[config.mk]
export PLATFORM = sky130hd
export DESIGN_NAME = parking_gate_scheduler_flat
export DESIGN_NICKNAME = d
export VERILOG_FILES = /design/src/rtl/parking_pkg.sv /design/src/rtl/parking_gate_scheduler_if.sv /design/src/rtl/parking_lane_arbiter.sv /design/src/rtl/parking_gate_scheduler.sv /design/src/flat_wrapper.sv
export SDC_FILE = /design/constraint.sdc
export NUM_CORES = 1
export LEC_CHECK = 0
export BUFFER_PORTS_ARGS = -buffer_cell sky130_fd_sc_hd__buf_4
export CAP_MARGIN = 20
export CORE_MARGIN = 2
export CORE_UTILIZATION = 50
export CTS_BUF_LIST = sky130_fd_sc_hd__clkbuf_16
export DETAILED_ROUTE_END_ITERATION = 8
export PLACE_DENSITY = 0.69
export SYNTH_ARGS = -nofsm -noshare
export SYNTH_HDL_FRONTEND = slang
export SYNTH_HIERARCHICAL = 1
export SYNTH_SLANG_ARGS = --single-unit
[constraint.sdc]
create_clock -name clk -period 2.1 [get_ports clk]
set_clock_uncertainty 0.2 [all_clocks]
set_input_delay 0.21 -clock clk [delete_from_list [all_inputs] [get_ports clk]]
set_output_delay 0.21 -clock clk [all_outputs]
set_load 0.05 [all_outputs]
[src/rtl/parking_pkg.sv]
// Shared types and default constants for the car park gate controller.
package parking_pkg;

    typedef enum logic [1:0] {
        IDLE  = 2'd0,
        OPEN  = 2'd1,
        CLOSE = 2'd2
    } state_t;

    typedef enum logic {
        DIR_ENTRY = 1'b0,
        DIR_EXIT  = 1'b1
    } dir_t;

    localparam int DEF_CAPACITY     = 3;
    localparam int DEF_OPEN_CYCLES  = 8;
    localparam int DEF_CLOSE_CYCLES = 2;

    function automatic dir_t opposite_dir(input dir_t d);
        return (d == DIR_ENTRY) ? DIR_EXIT : DIR_ENTRY;
    endfunction

endpackage

[src/rtl/parking_gate_scheduler_if.sv]
// Lane sensor inputs and gate/display outputs of the gate controller.
interface parking_gate_scheduler_if #(
    parameter int COUNT_W = 2
);
    import parking_pkg::*;

    // No valid/ready pairs here: requests and pass_sensor are levels sampled
    // every clock, grants and timeout are single-cycle registered pulses.
    logic               entry_req;
    logic               exit_req;
    logic               pass_sensor;
    logic               gate_open;
    logic               grant_entry;
    logic               grant_exit;
    logic [COUNT_W-1:0] occupancy;
    logic [COUNT_W-1:0] free_spaces;
    logic               full;
    logic               busy;
    logic               timeout;
    state_t             dbg_state;

    modport master (
        output entry_req, exit_req, pass_sensor,
        input  gate_open, grant_entry, grant_exit, occupancy, free_spaces,
        input  full, busy, timeout, dbg_state
    );

    modport slave (
        input  entry_req, exit_req, pass_sensor,
        output gate_open, grant_entry, grant_exit, occupancy, free_spaces,
        output full, busy, timeout, dbg_state
    );

endinterface

[src/rtl/parking_lane_arbiter.sv]
// Lane eligibility plus round-robin tie break; last_dir is its only state.
module parking_lane_arbiter
    import parking_pkg::*;
#(
    parameter int CAPACITY = DEF_CAPACITY,
    parameter int COUNT_W  = 2
) (
    input  logic               clk,
    input  logic               reset,
    input  logic               i_entry_req,
    input  logic               i_exit_req,
    input  logic [COUNT_W-1:0] i_occupancy,
    input  logic               i_take,
    output logic               o_grant_valid,
    output dir_t               o_grant_dir
);

    localparam logic [COUNT_W-1:0] CAP_C = COUNT_W'(CAPACITY);

    dir_t r_last_dir;
    logic w_entry_elig;
    logic w_exit_elig;

    assign w_entry_elig = i_entry_req && (i_occupancy < CAP_C);
    assign w_exit_elig  = i_exit_req && (i_occupancy != '0);

    always_comb begin
        o_grant_valid = w_entry_elig || w_exit_elig;
        o_grant_dir   = DIR_EXIT;
        if (w_entry_elig && w_exit_elig) begin
            o_grant_dir = opposite_dir(r_last_dir);
        end else if (w_entry_elig) begin
            o_grant_dir = DIR_ENTRY;
        end
    end

    // Reset to EXIT so the first tie after reset goes to the entry lane.
    always_ff @(posedge clk) begin
        if (reset) begin
            r_last_dir <= DIR_EXIT;
        end else if (i_take && o_grant_valid) begin
            r_last_dir <= o_grant_dir;
        end
    end

endmodule

[src/rtl/parking_gate_scheduler.sv]
// Shares one barrier between entry and exit lanes: open/wait/close sequencing
// with bounded timers and the authoritative occupancy and free-space counts.
module parking_gate_scheduler
    import parking_pkg::*;
#(
    parameter int CAPACITY     = DEF_CAPACITY,
    parameter int COUNT_W      = 2,
    parameter int OPEN_CYCLES  = DEF_OPEN_CYCLES,
    parameter int CLOSE_CYCLES = DEF_CLOSE_CYCLES
) (
    input logic                     clk,
    input logic                     reset,
    parking_gate_scheduler_if.slave bus
);

    localparam int MAX_T   = (OPEN_CYCLES > CLOSE_CYCLES) ? OPEN_CYCLES : CLOSE_CYCLES;
    localparam int TIMER_W = (MAX_T > 1) ? $clog2(MAX_T) : 1;
    localparam logic [TIMER_W-1:0] OPEN_LOAD  = TIMER_W'(OPEN_CYCLES - 1);
    localparam logic [TIMER_W-1:0] CLOSE_LOAD = TIMER_W'(CLOSE_CYCLES - 1);
    localparam logic [COUNT_W-1:0] CAP_C      = COUNT_W'(CAPACITY);

    state_t             r_state;
    dir_t               r_dir;
    logic [TIMER_W-1:0] r_timer;
    logic [COUNT_W-1:0] r_occ;
    logic [COUNT_W-1:0] r_free;
    logic               r_full;
    logic               r_gate;
    logic               r_grant_entry;
    logic               r_grant_exit;
    logic               r_busy;
    logic               r_timeout;

    logic               w_take;
    logic               w_grant_valid;
    dir_t               w_grant_dir;
    logic [COUNT_W-1:0] w_occ_next;

    assign w_take = (r_state == IDLE);

    parking_lane_arbiter #(
        .CAPACITY (CAPACITY),
        .COUNT_W  (COUNT_W)
    ) u_arbiter (
        .clk           (clk),
        .reset         (reset),
        .i_entry_req   (bus.entry_req),
        .i_exit_req    (bus.exit_req),
        .i_occupancy   (r_occ),
        .i_take        (w_take),
        .o_grant_valid (w_grant_valid),
        .o_grant_dir   (w_grant_dir)
    );

    // Eligibility already excludes increment at CAPACITY and decrement at 0.
    assign w_occ_next = (r_dir == DIR_ENTRY) ? (r_occ + COUNT_W'(1))
                                             : (r_occ - COUNT_W'(1));

    always_ff @(posedge clk) begin
        if (reset) begin
            r_state       <= IDLE;
            r_dir         <= DIR_EXIT;
            r_timer       <= '0;
            r_occ         <= '0;
            r_free        <= CAP_C;
            r_full        <= 1'b0;
            r_gate        <= 1'b0;
            r_grant_entry <= 1'b0;
            r_grant_exit  <= 1'b0;
            r_busy        <= 1'b0;
            r_timeout     <= 1'b0;
        end else begin
            r_grant_entry <= 1'b0;
            r_grant_exit  <= 1'b0;
            r_timeout     <= 1'b0;
            case (r_state)
                IDLE: begin
                    if (w_grant_valid) begin
                        r_grant_entry <= (w_grant_dir == DIR_ENTRY);
                        r_grant_exit  <= (w_grant_dir == DIR_EXIT);
                        r_gate        <= 1'b1;
                        r_busy        <= 1'b1;
                        r_dir         <= w_grant_dir;
                        r_timer       <= OPEN_LOAD;
                        r_state       <= OPEN;
                    end
                end
                OPEN: begin
                    // A pass on the last open cycle still counts and suppresses timeout.
                    if (bus.pass_sensor) begin
                        r_occ   <= w_occ_next;
                        r_free  <= CAP_C - w_occ_next;
                        r_full  <= (w_occ_next == CAP_C);
                        r_gate  <= 1'b0;
                        r_timer <= CLOSE_LOAD;
                        r_state <= CLOSE;
                    end else if (r_timer == '0) begin
                        r_gate    <= 1'b0;
                        r_timeout <= 1'b1;
                        r_timer   <= CLOSE_LOAD;
                        r_state   <= CLOSE;
                    end else begin
                        r_timer <= r_timer - TIMER_W'(1);
                    end
                end
                CLOSE: begin
                    if (r_timer == '0) begin
                        r_busy  <= 1'b0;
                        r_state <= IDLE;
                    end else begin
                        r_timer <= r_timer - TIMER_W'(1);
                    end
                end
                default: begin
                    r_gate  <= 1'b0;
                    r_busy  <= 1'b0;
                    r_state <= IDLE;
                end
            endcase
        end
    end

    assign bus.gate_open   = r_gate;
    assign bus.grant_entry = r_grant_entry;
    assign bus.grant_exit  = r_grant_exit;
    assign bus.occupancy   = r_occ;
    assign bus.free_spaces = r_free;
    assign bus.full        = r_full;
    assign bus.busy        = r_busy;
    assign bus.timeout     = r_timeout;
    assign bus.dbg_state   = r_state;

endmodule

[src/flat_wrapper.sv]
// flat-port wrapper written by rule: the top's interface ports become plain ports
module parking_gate_scheduler_flat import parking_pkg::*;
#(
    parameter int CAPACITY     = DEF_CAPACITY,
    parameter int COUNT_W      = 2,
    parameter int OPEN_CYCLES  = DEF_OPEN_CYCLES,
    parameter int CLOSE_CYCLES = DEF_CLOSE_CYCLES
)
  (clk, reset, bus_entry_req, bus_exit_req, bus_pass_sensor, bus_gate_open, bus_grant_entry, bus_grant_exit, bus_occupancy, bus_free_spaces, bus_full, bus_busy, bus_timeout, bus_dbg_state);
  parking_gate_scheduler_if #(.COUNT_W(COUNT_W)) bus_i ();
  input logic clk;
  input logic reset;
  input wire logic [$bits(bus_i.entry_req)-1:0] bus_entry_req;
  input wire logic [$bits(bus_i.exit_req)-1:0] bus_exit_req;
  input wire logic [$bits(bus_i.pass_sensor)-1:0] bus_pass_sensor;
  output wire logic [$bits(bus_i.gate_open)-1:0] bus_gate_open;
  output wire logic [$bits(bus_i.grant_entry)-1:0] bus_grant_entry;
  output wire logic [$bits(bus_i.grant_exit)-1:0] bus_grant_exit;
  output wire logic [$bits(bus_i.occupancy)-1:0] bus_occupancy;
  output wire logic [$bits(bus_i.free_spaces)-1:0] bus_free_spaces;
  output wire logic [$bits(bus_i.full)-1:0] bus_full;
  output wire logic [$bits(bus_i.busy)-1:0] bus_busy;
  output wire logic [$bits(bus_i.timeout)-1:0] bus_timeout;
  output wire logic [$bits(bus_i.dbg_state)-1:0] bus_dbg_state;
  assign bus_i.entry_req = bus_entry_req;
  assign bus_i.exit_req = bus_exit_req;
  assign bus_i.pass_sensor = bus_pass_sensor;
  assign bus_gate_open = bus_i.gate_open;
  assign bus_grant_entry = bus_i.grant_entry;
  assign bus_grant_exit = bus_i.grant_exit;
  assign bus_occupancy = bus_i.occupancy;
  assign bus_free_spaces = bus_i.free_spaces;
  assign bus_full = bus_i.full;
  assign bus_busy = bus_i.busy;
  assign bus_timeout = bus_i.timeout;
  assign bus_dbg_state = bus_i.dbg_state;
  parking_gate_scheduler #(.CAPACITY(CAPACITY), .COUNT_W(COUNT_W), .OPEN_CYCLES(OPEN_CYCLES), .CLOSE_CYCLES(CLOSE_CYCLES)) u_core (.clk(clk), .reset(reset), .bus(bus_i));
endmodule
==> results.ini, run 1 <==
[outcome]
status = finished, final reports clean

[floorplan]
die_w_um = 45.8
rows = 15
initial_core_util_pct = 51.6
die_h_um = 45.8
die-area_sq_mm = 0.00209
coreArea_sq_mm = 0.00169
io_pins = 17

[global_route]
grt_use_total_pct = 17.8
antenna_found_initial = 0
grt_pass1_vias = 590
grt_max_degree = 16
grt_first_pass_wirelength_mm = 2.61
grt-ovfl-total = 0

[drt]
drt_iter0_markers = 13
top_layer_used = met3
dr_total_vias = 712
drc = 0
wirelength_met1_um = 819
met2_length_um = 776
wl_per_cell_um = 13.0
dr.pass1.iters = 4
totalWireLength_mm = 1.72
wl_met3_um = 119
final_antenna_net_count = 0
via_per_inst = 5.39

[placement]
gp_congestion = 0.745
postPlaceCellArea_sq_mm = 0.00102
dp_cells = 128
dpl.hpwl_mm = 1.21
pre_cts_slack_ns = 0.225
io_buffers = 16

[sta]
period_needed_ns = 1.92
tns_ns = 0
maxSlewHeadroom_pct = 77.0
slew_violations = 0
worstMarginPinSlew_ns = 0.345
finalHoldViolations = 0
rsz0062_at_grt = no
setup_violations = 0
finalCritPeriodShare_pct = 91.4
timing.hold.ws_ns = 0.0529
fin_ws_ns = 0.181
fmax_mhz = 521

[cts]
clk_pin_slew_ns = 0.05
cts_tree = built
cts_sinks = 17
htree_levels = 1
cts_resized = 0
post_cts_buffers = 0
clk_latency_ns = 0.25
clk_path_buf_depth = 2
cts_root_buf = clkbuf_16
cts_inserted_buffers = 3
cts_hold_buf = 0

[pwr]
vdd_drop_max_mv = 0.916
power_density_mw_per_mm2 = 1660
total_power_mw = 1.82
leakage_nw = 0.509

[setup_path]
cp.required_ns = 2.03
critical_path_buf_inv_count = 0
worstReg2RegStart = u_core/bus.occupancy[0]$_SDFFE_PP0P_
cp-end-kind = flop
crit_top_cell = nor2_1
ff2ff_path_depth = 7
path_class = flop to flop
cp.arrival_ns = 1.85
slowest_delay_ns = 0.37
cp_cell_sequence = a21boi_2 > nor2_1 > nor2_1 > nor2b_4 > a311oi_4 > a211oi_1 > a41o_1
r2r_slack_ns = 0.18
start_kind = flop
r2r-end = u_core/r_timer[2]$_SDFFE_PP0P_
critPathTopFamily = compound AO/OA/AOI/OAI gates
crit_slowest_cell = dfxtp_1
crit_path_max_fanout = 7

[synth]
async_flop_share_pct = 0
synth_cell_type_count = 29
syn_area_per_cell_sq_um = 9.18
ys_seq_area_share_pct = 39.0
syn_area_sq_um = 872
postSynthCellCount = 95
synth_fp_nets = 108
ys.flop_type = dfxtp_1
ys_warn_count = 6
synth_edf_count = 0
ys_seq_elements = 17

[layout]
stdcell_area_sq_mm = 0.00110
postLayoutCoreUtil_pct = 65.1
syn_to_final_growth_pct = 26.1
fin_nets = 129
stdcell_count = 132
antenna_cells = 0
drive_above_1_share_pct = 25.2

[worst_hold_path]
worstHoldEndpoint = u_core/bus.busy$_SDFFE_PP0P_
min_from = reset
worstHoldPathType = input pin to flop
min_path_cells = 2

[run]
drv_cap = 0

==> worst max-delay path by stage <==
stage / start / to / cells after the start
6_report: u_core/bus.occupancy[0]$_SDFFE_PP0P_ / u_core/r_timer[2]$_SDFFE_PP0P_ / 7
5_1_grt: u_core/bus.occupancy[0]$_SDFFE_PP0P_ / u_core/r_timer[2]$_SDFFE_PP0P_ / 7
4_1_cts: u_core/bus.occupancy[0]$_SDFFE_PP0P_ / u_core/r_timer[2]$_SDFFE_PP0P_ / 7
3_5_place_dp: u_core/bus.dbg_state[0]$_SDFFE_PP0P_ / u_core/r_timer[2]$_SDFFE_PP0P_ / 6
3_3_place_gp: u_core/bus.occupancy[0]$_SDFFE_PP0P_ / u_core/r_timer[2]$_SDFFE_PP0P_ / 7
2_1_floorplan: u_core/bus.occupancy[0]$_SDFFE_PP0P_ / u_core/r_timer[2]$_SDFFE_PP0P_ / 6
==> cell type report <==
cell class | instances | area [sq um]
clock buffer | 3 | 75.1
clock inverter | 1 | 3.75
fill | 138 | 589
inverter | 10 | 37.5
multi-input combinational | 67 | 490
sequential | 17 | 344
tap | 17 | 21.3
timing repair buffer | 17 | 128
==> sequential cells by signal (all words and copies together) (netlist names) <==
signal and cells:
u_core/bus.busy 1, u_core/bus.dbg_state 2, u_core/bus.free_spaces 2, u_core/bus.full 1, u_core/bus.gate_open 1, u_core/bus.grant_entry 1
u_core/bus.grant_exit 1, u_core/bus.occupancy 2, u_core/bus.timeout 1, u_core/r_dir 1, u_core/r_timer 3, u_core/u_arbiter/r_last_dir 1
==> routing by layer <==
metal  vias to the layer above  global-route usage, %
li1                        373                      -
met1                       319                   24.0
met2                        20                   26.8
met3                         0                   7.54
met4                         0                   3.43
met5                         -                      0
==> power breakdown <==
part           internal (mW)  switching (mW)  total (mW)
logic                  0.353           0.590       0.943
registers              0.428          0.0802       0.508
clock network          0.252           0.120       0.372
total                   1.03           0.790        1.82
==> logic make-up after synthesis <==
kind of cell	count (synthesis)	share of synthesized area, %
AOI/OAI and AO/OA	27	24.1
adders and majority gates	8	11.5
xor gates and xnor gates	2	2.01
buffers and inverters	11	4.73
DFF	17	39.0
muxes	1	1.15
and+or+nand+nor	29	17.5
==> cell usage after synthesis (2+ instances only) <==
library cell	count	area share, %
nor2b_4	2	3.2
o21ai_0	3	1.7
o211ai_1	3	2.6
nor3b_1	2	1.7
nand2_1	8	3.4
a21oi_1	7	4.0
nand3_1	3	1.7
o21ai_1	2	1.1
nor2_1	9	3.9
a211oi_1	3	2.6
inv_1	9	3.9
dfxtp_1	17	39
nor3_1	3	1.7
ha_1	8	11
a41o_1	2	2.3
==> layout by cell type (no fill, tap or decap), types with 7 or more instances in the layout <==
| cell | Yosys | final |
|---|---|---|
| dfxtp_1 | 17 | 14 |
| ha_1 | 8 | 8 |
| nand2_1 | 8 | 8 |
| inv_1 | 9 | 10 |
| a21oi_1 | 7 | 7 |
| buf_4 | 0 | 17 |
| nor2_1 | 9 | 9 |
No activity file was read; power rests on OpenSTA's default activity.
==> run 2, diff against run 1 <==
- CORE_UTILIZATION: 50 -> 40
- PLACE_DENSITY: 0.69 -> 0.57
- SYNTH_HIERARCHICAL: 1 -> unset
==> run 2 against run 1 <==
Register-to-register slack better by 0.05 ns. Core utilization is 11 points lower. Non-clock buffer count is 1 lower. Clock power is 2% lower. Synthesized cell count is 4.2% higher. Fmax is 2.9% higher. Sequential share of layout area is 1.8 points lower. Combinational power is 15% lower. Critical path depth is 1 lower. Worst setup slack better by 0.055 ns. Critical path type unchanged. Total power is 11% lower. Flip-flop and latch count is 1 lower.
==> results.ini, run 2 <==
[sta]
fin_ws_ns = 0.235  ; was 0.181 ns
slew_violations = 0  ; unchanged
setup_violations = 0  ; unchanged
finalCritPeriodShare_pct = 88.8  ; was 91.4%
rsz0062_at_grt = no  ; unchanged
tns_ns = 0  ; unchanged
worstMarginPinSlew_ns = 0.318  ; was 0.345 ns
finalHoldViolations = 0  ; unchanged
fmax_mhz = 536  ; was 521 MHz
period_needed_ns = 1.86  ; was 1.92 ns
maxSlewHeadroom_pct = 78.8  ; was 77.0%

[layout]
syn_to_final_growth_pct = 25.4  ; was 26.1%
largest_reg_flops = 3  ; unchanged
fillers = 199  ; was 138
multi_input_area_sq_um = 492  ; was 490 sq um
top_register = u_core.r_timer  ; was u_core/r_timer
antenna_cells = 0  ; unchanged
drive_above_1_share_pct = 21.6  ; was 25.2%
seqCellArea_sq_um = 320  ; was 344 sq um
final_cell_mix = buf_4, dfxtp_1, inv_1, nand2_1  ; was buf_4, dfxtp_1, inv_1
stdcell_count = 143  ; was 132
fin_nets = 130  ; was 129

[cts]
post_cts_buffers = 0  ; unchanged
cts_inserted_buffers = 3  ; unchanged
htree_levels = 1  ; unchanged
cts_root_buf = clkbuf_16  ; unchanged
cts_tree = built  ; unchanged
clk_latency_ns = 0.24  ; was 0.25 ns
cts_hold_buf = 0  ; unchanged
cts_resized = 0  ; unchanged
cts_sinks = 16  ; was 17
clk_pin_slew_ns = 0.05  ; about the same
clk_path_buf_depth = 2  ; unchanged

[synth]
postSynthCellCount = 99  ; was 95
synth_top_cell_area_share_pct = 37.0  ; was 39.0%
async_flop_share_pct = 0  ; unchanged
ys_seq_area_share_pct = 37.0  ; was 39.0%
synth_edf_count = 0  ; unchanged
syn_area_sq_um = 866  ; was 872 sq um
post_synth_main_area_contributors = dfxtp_1, ha_1, inv_1  ; was dfxtp_1, ha_1, a21oi_1
ys_warn_count = 0  ; was 6
ys.flop_type = dfxtp_1  ; unchanged
synth_most_common_cell = dfxtp_1  ; unchanged
synthTopCellsByCount = dfxtp_1, inv_1, nand2_1, a21oi_1, o21ai_0  ; was dfxtp_1, inv_1, nor2_1, ha_1, nand2_1
synth_fp_nets = 111  ; was 108
synth_cell_type_count = 31  ; was 29
ys_seq_elements = 16  ; was 17
syn_area_per_cell_sq_um = 8.75  ; was 9.18 sq um
yosysTopAreaCell = dfxtp_1  ; unchanged

[drt]
drc = 0  ; unchanged
drt_iter0_markers = 9  ; was 13
totalWireLength_mm = 1.80  ; was 1.72 mm
final_antenna_net_count = 0  ; unchanged
dr_total_vias = 724  ; was 712
via_per_inst = 5.06  ; was 5.39
dr.pass1.iters = 6  ; was 4
wl_per_cell_um = 12.6  ; was 13.0 um

[floorplan]
die-area_sq_mm = 0.00255  ; was 0.00209 sq mm
die_w_um = 50.5  ; was 45.8 um
rows = 16  ; was 15
die_h_um = 50.5  ; was 45.8 um
initial_core_util_pct = 43.2  ; was 51.6%
io_pins = 17  ; unchanged
coreArea_sq_mm = 0.00200  ; was 0.00169 sq mm

[pwr]
pwr-share-seq_pct = 28.6  ; was 27.9%
swShare_pct = 42.7  ; was 43.3%
vdd_drop_max_mv = 0.666  ; was 0.916 mV
comb_power_share_pct = 49.0  ; was 51.7%
power_frac_clock_pct = 22.5  ; was 20.4%
p_switching_uw = 695  ; was 790 uW
leakage_nw = 0.472  ; was 0.509 nW
p_int_uw = 934  ; was 1.03 mW
power_density_mw_per_mm2 = 1500  ; was 1660 mW/mm^2

[outcome]
status = finished, final reports clean  ; unchanged

[global_route]
grt_first_pass_wirelength_mm = 3.04  ; was 2.61 mm
grt_pass1_vias = 702  ; was 590
antenna_found_initial = 0  ; unchanged
grt_use_total_pct = 15.8  ; was 17.8%
grt_max_degree = 12  ; was 16
grt-ovfl-total = 0  ; unchanged

[setup_path]
worstReg2RegStart = u_core.bus.dbg_state[1]$_SDFFE_PP0P_  ; was u_core/bus.occupancy[0]$_SDFFE_PP0P_
crit_start = u_core.bus.dbg_state[1]$_SDFFE_PP0P_  ; was u_core/bus.occupancy[0]$_SDFFE_PP0P_
cp-end-kind = flop  ; unchanged
crit_path_max_fanout = 9  ; was 7
r2r-end = u_core.r_timer[2]$_SDFFE_PP0P_  ; was u_core/r_timer[2]$_SDFFE_PP0P_
r2r_slack_ns = 0.24  ; was 0.18 ns
cp.arrival_ns = 1.83  ; was 1.85 ns
cp.required_ns = 2.06  ; was 2.03 ns
path_class = flop to flop  ; unchanged
start_kind = flop  ; unchanged
ff2ff_path_depth = 6  ; was 7

[placement]
io_buffers = 16  ; unchanged
dp_cells = 140  ; was 128
gp_congestion = 0.741  ; was 0.745
dpl.hpwl_mm = 1.33  ; was 1.21 mm
pre_cts_slack_ns = 0.267  ; was 0.225 ns

[worst_hold_path]
min_from = reset  ; unchanged
worstHoldEndpoint = u_core.bus.full$_SDFFE_PP0P_  ; was u_core/bus.busy$_SDFFE_PP0P_
min_path_cells = 2  ; unchanged
worstHoldPathType = input pin to flop  ; unchanged

[run]
drv_cap = 0  ; unchanged

-- run 2: cell types whose count changed after synthesis, moves of 3 or more --
cell     previous run  this run
a31oi_1             0         4
inv_1               9        12
nand2_1             8        12
o21ai_0             3         8
nor2_1              9         1
-- run 2: area by class of cell --
type / count / area share (%)
inverter: 12 / 4.15
sequential: 16 / 29.5
multi-input combinational: 69 / 45.3
clock buffer: 3 / 6.91
timing repair buffer: 16 / 11.1
tap: 27 / 3.11
-- run 2: stage by stage --
| stage | instance area [sq um] | utilization, % | power (mW) | hold WS, ns |
|---|---|---|---|---|
| 6_report | 1090 | 54.3 | 1.63 | 0.0370 |
| 5_1_grt | 1090 | 54.3 | 1.75 | 0.0498 |
| 2_1_floorplan | 866 | - | 1.08 | 0.167 |
| 3_3_place_gp | 1010 | 50.5 | 1.26 | 0.234 |
| 4_1_cts | 1090 | 54.3 | 1.64 | 0.0323 |
| 3_5_place_dp | 1010 | 50.5 | 1.26 | 0.238 |
-- run 2: cells by family after synthesis --
| group | after synthesis | synth area share, % |
|---|---|---|
| compound gates | 34 | 28.3 |
| simple gates | 23 | 12.9 |
| flops | 16 | 37.0 |
| buf+inv | 14 | 6.21 |
| fa+ha+maj | 7 | 10.1 |
| mux | 3 | 3.47 |
| xor+xnor | 2 | 2.02 |
-- run 2: worst max-delay path, stage by stage, from the launching register on --
cell and delay [ns]:
dfxtp_1 0.34, inv_1 0.09, ha_1 0.31, nand2b_1 0.18, o21a_1 0.23, o221a_1 0.24
o32ai_2 0.18
-- run 2: worst max path at each step --
stage                                     endpoint  slack (ns)
finish              u_core.r_timer[2]$_SDFFE_PP0P_        0.24
global route        u_core.r_timer[2]$_SDFFE_PP0P_        0.11
CTS                 u_core.r_timer[2]$_SDFFE_PP0P_        0.24
detailed placement  u_core.r_timer[2]$_SDFFE_PP0P_        0.27
global placement    u_core.r_timer[2]$_SDFFE_PP0P_        0.31
floorplan           u_core.r_timer[2]$_SDFFE_PP0P_        0.07
-- run 2: power groups by stage --
stage | Sequential, mW | Combinational [mW] | Clock (mW)
6_report | 0.465 | 0.798 | 0.366
3_5_place_dp | 0.471 | 0.793 | 0
3_3_place_gp | 0.468 | 0.789 | 0
4_1_cts | 0.466 | 0.799 | 0.379
2_1_floorplan | 0.638 | 0.437 | 0
5_1_grt | 0.482 | 0.878 | 0.388
-- run 2: metal layers --
metal	global-route usage, %	wire, um	vias to the layer above	part of all wire [%]
met3	4.17	71	2	4.0
li1	-	-	387	-
met4	6.76	13	0	0.72
met2	24.1	786	15	44
met5	0	0	-	0
met1	21.1	924	320	51
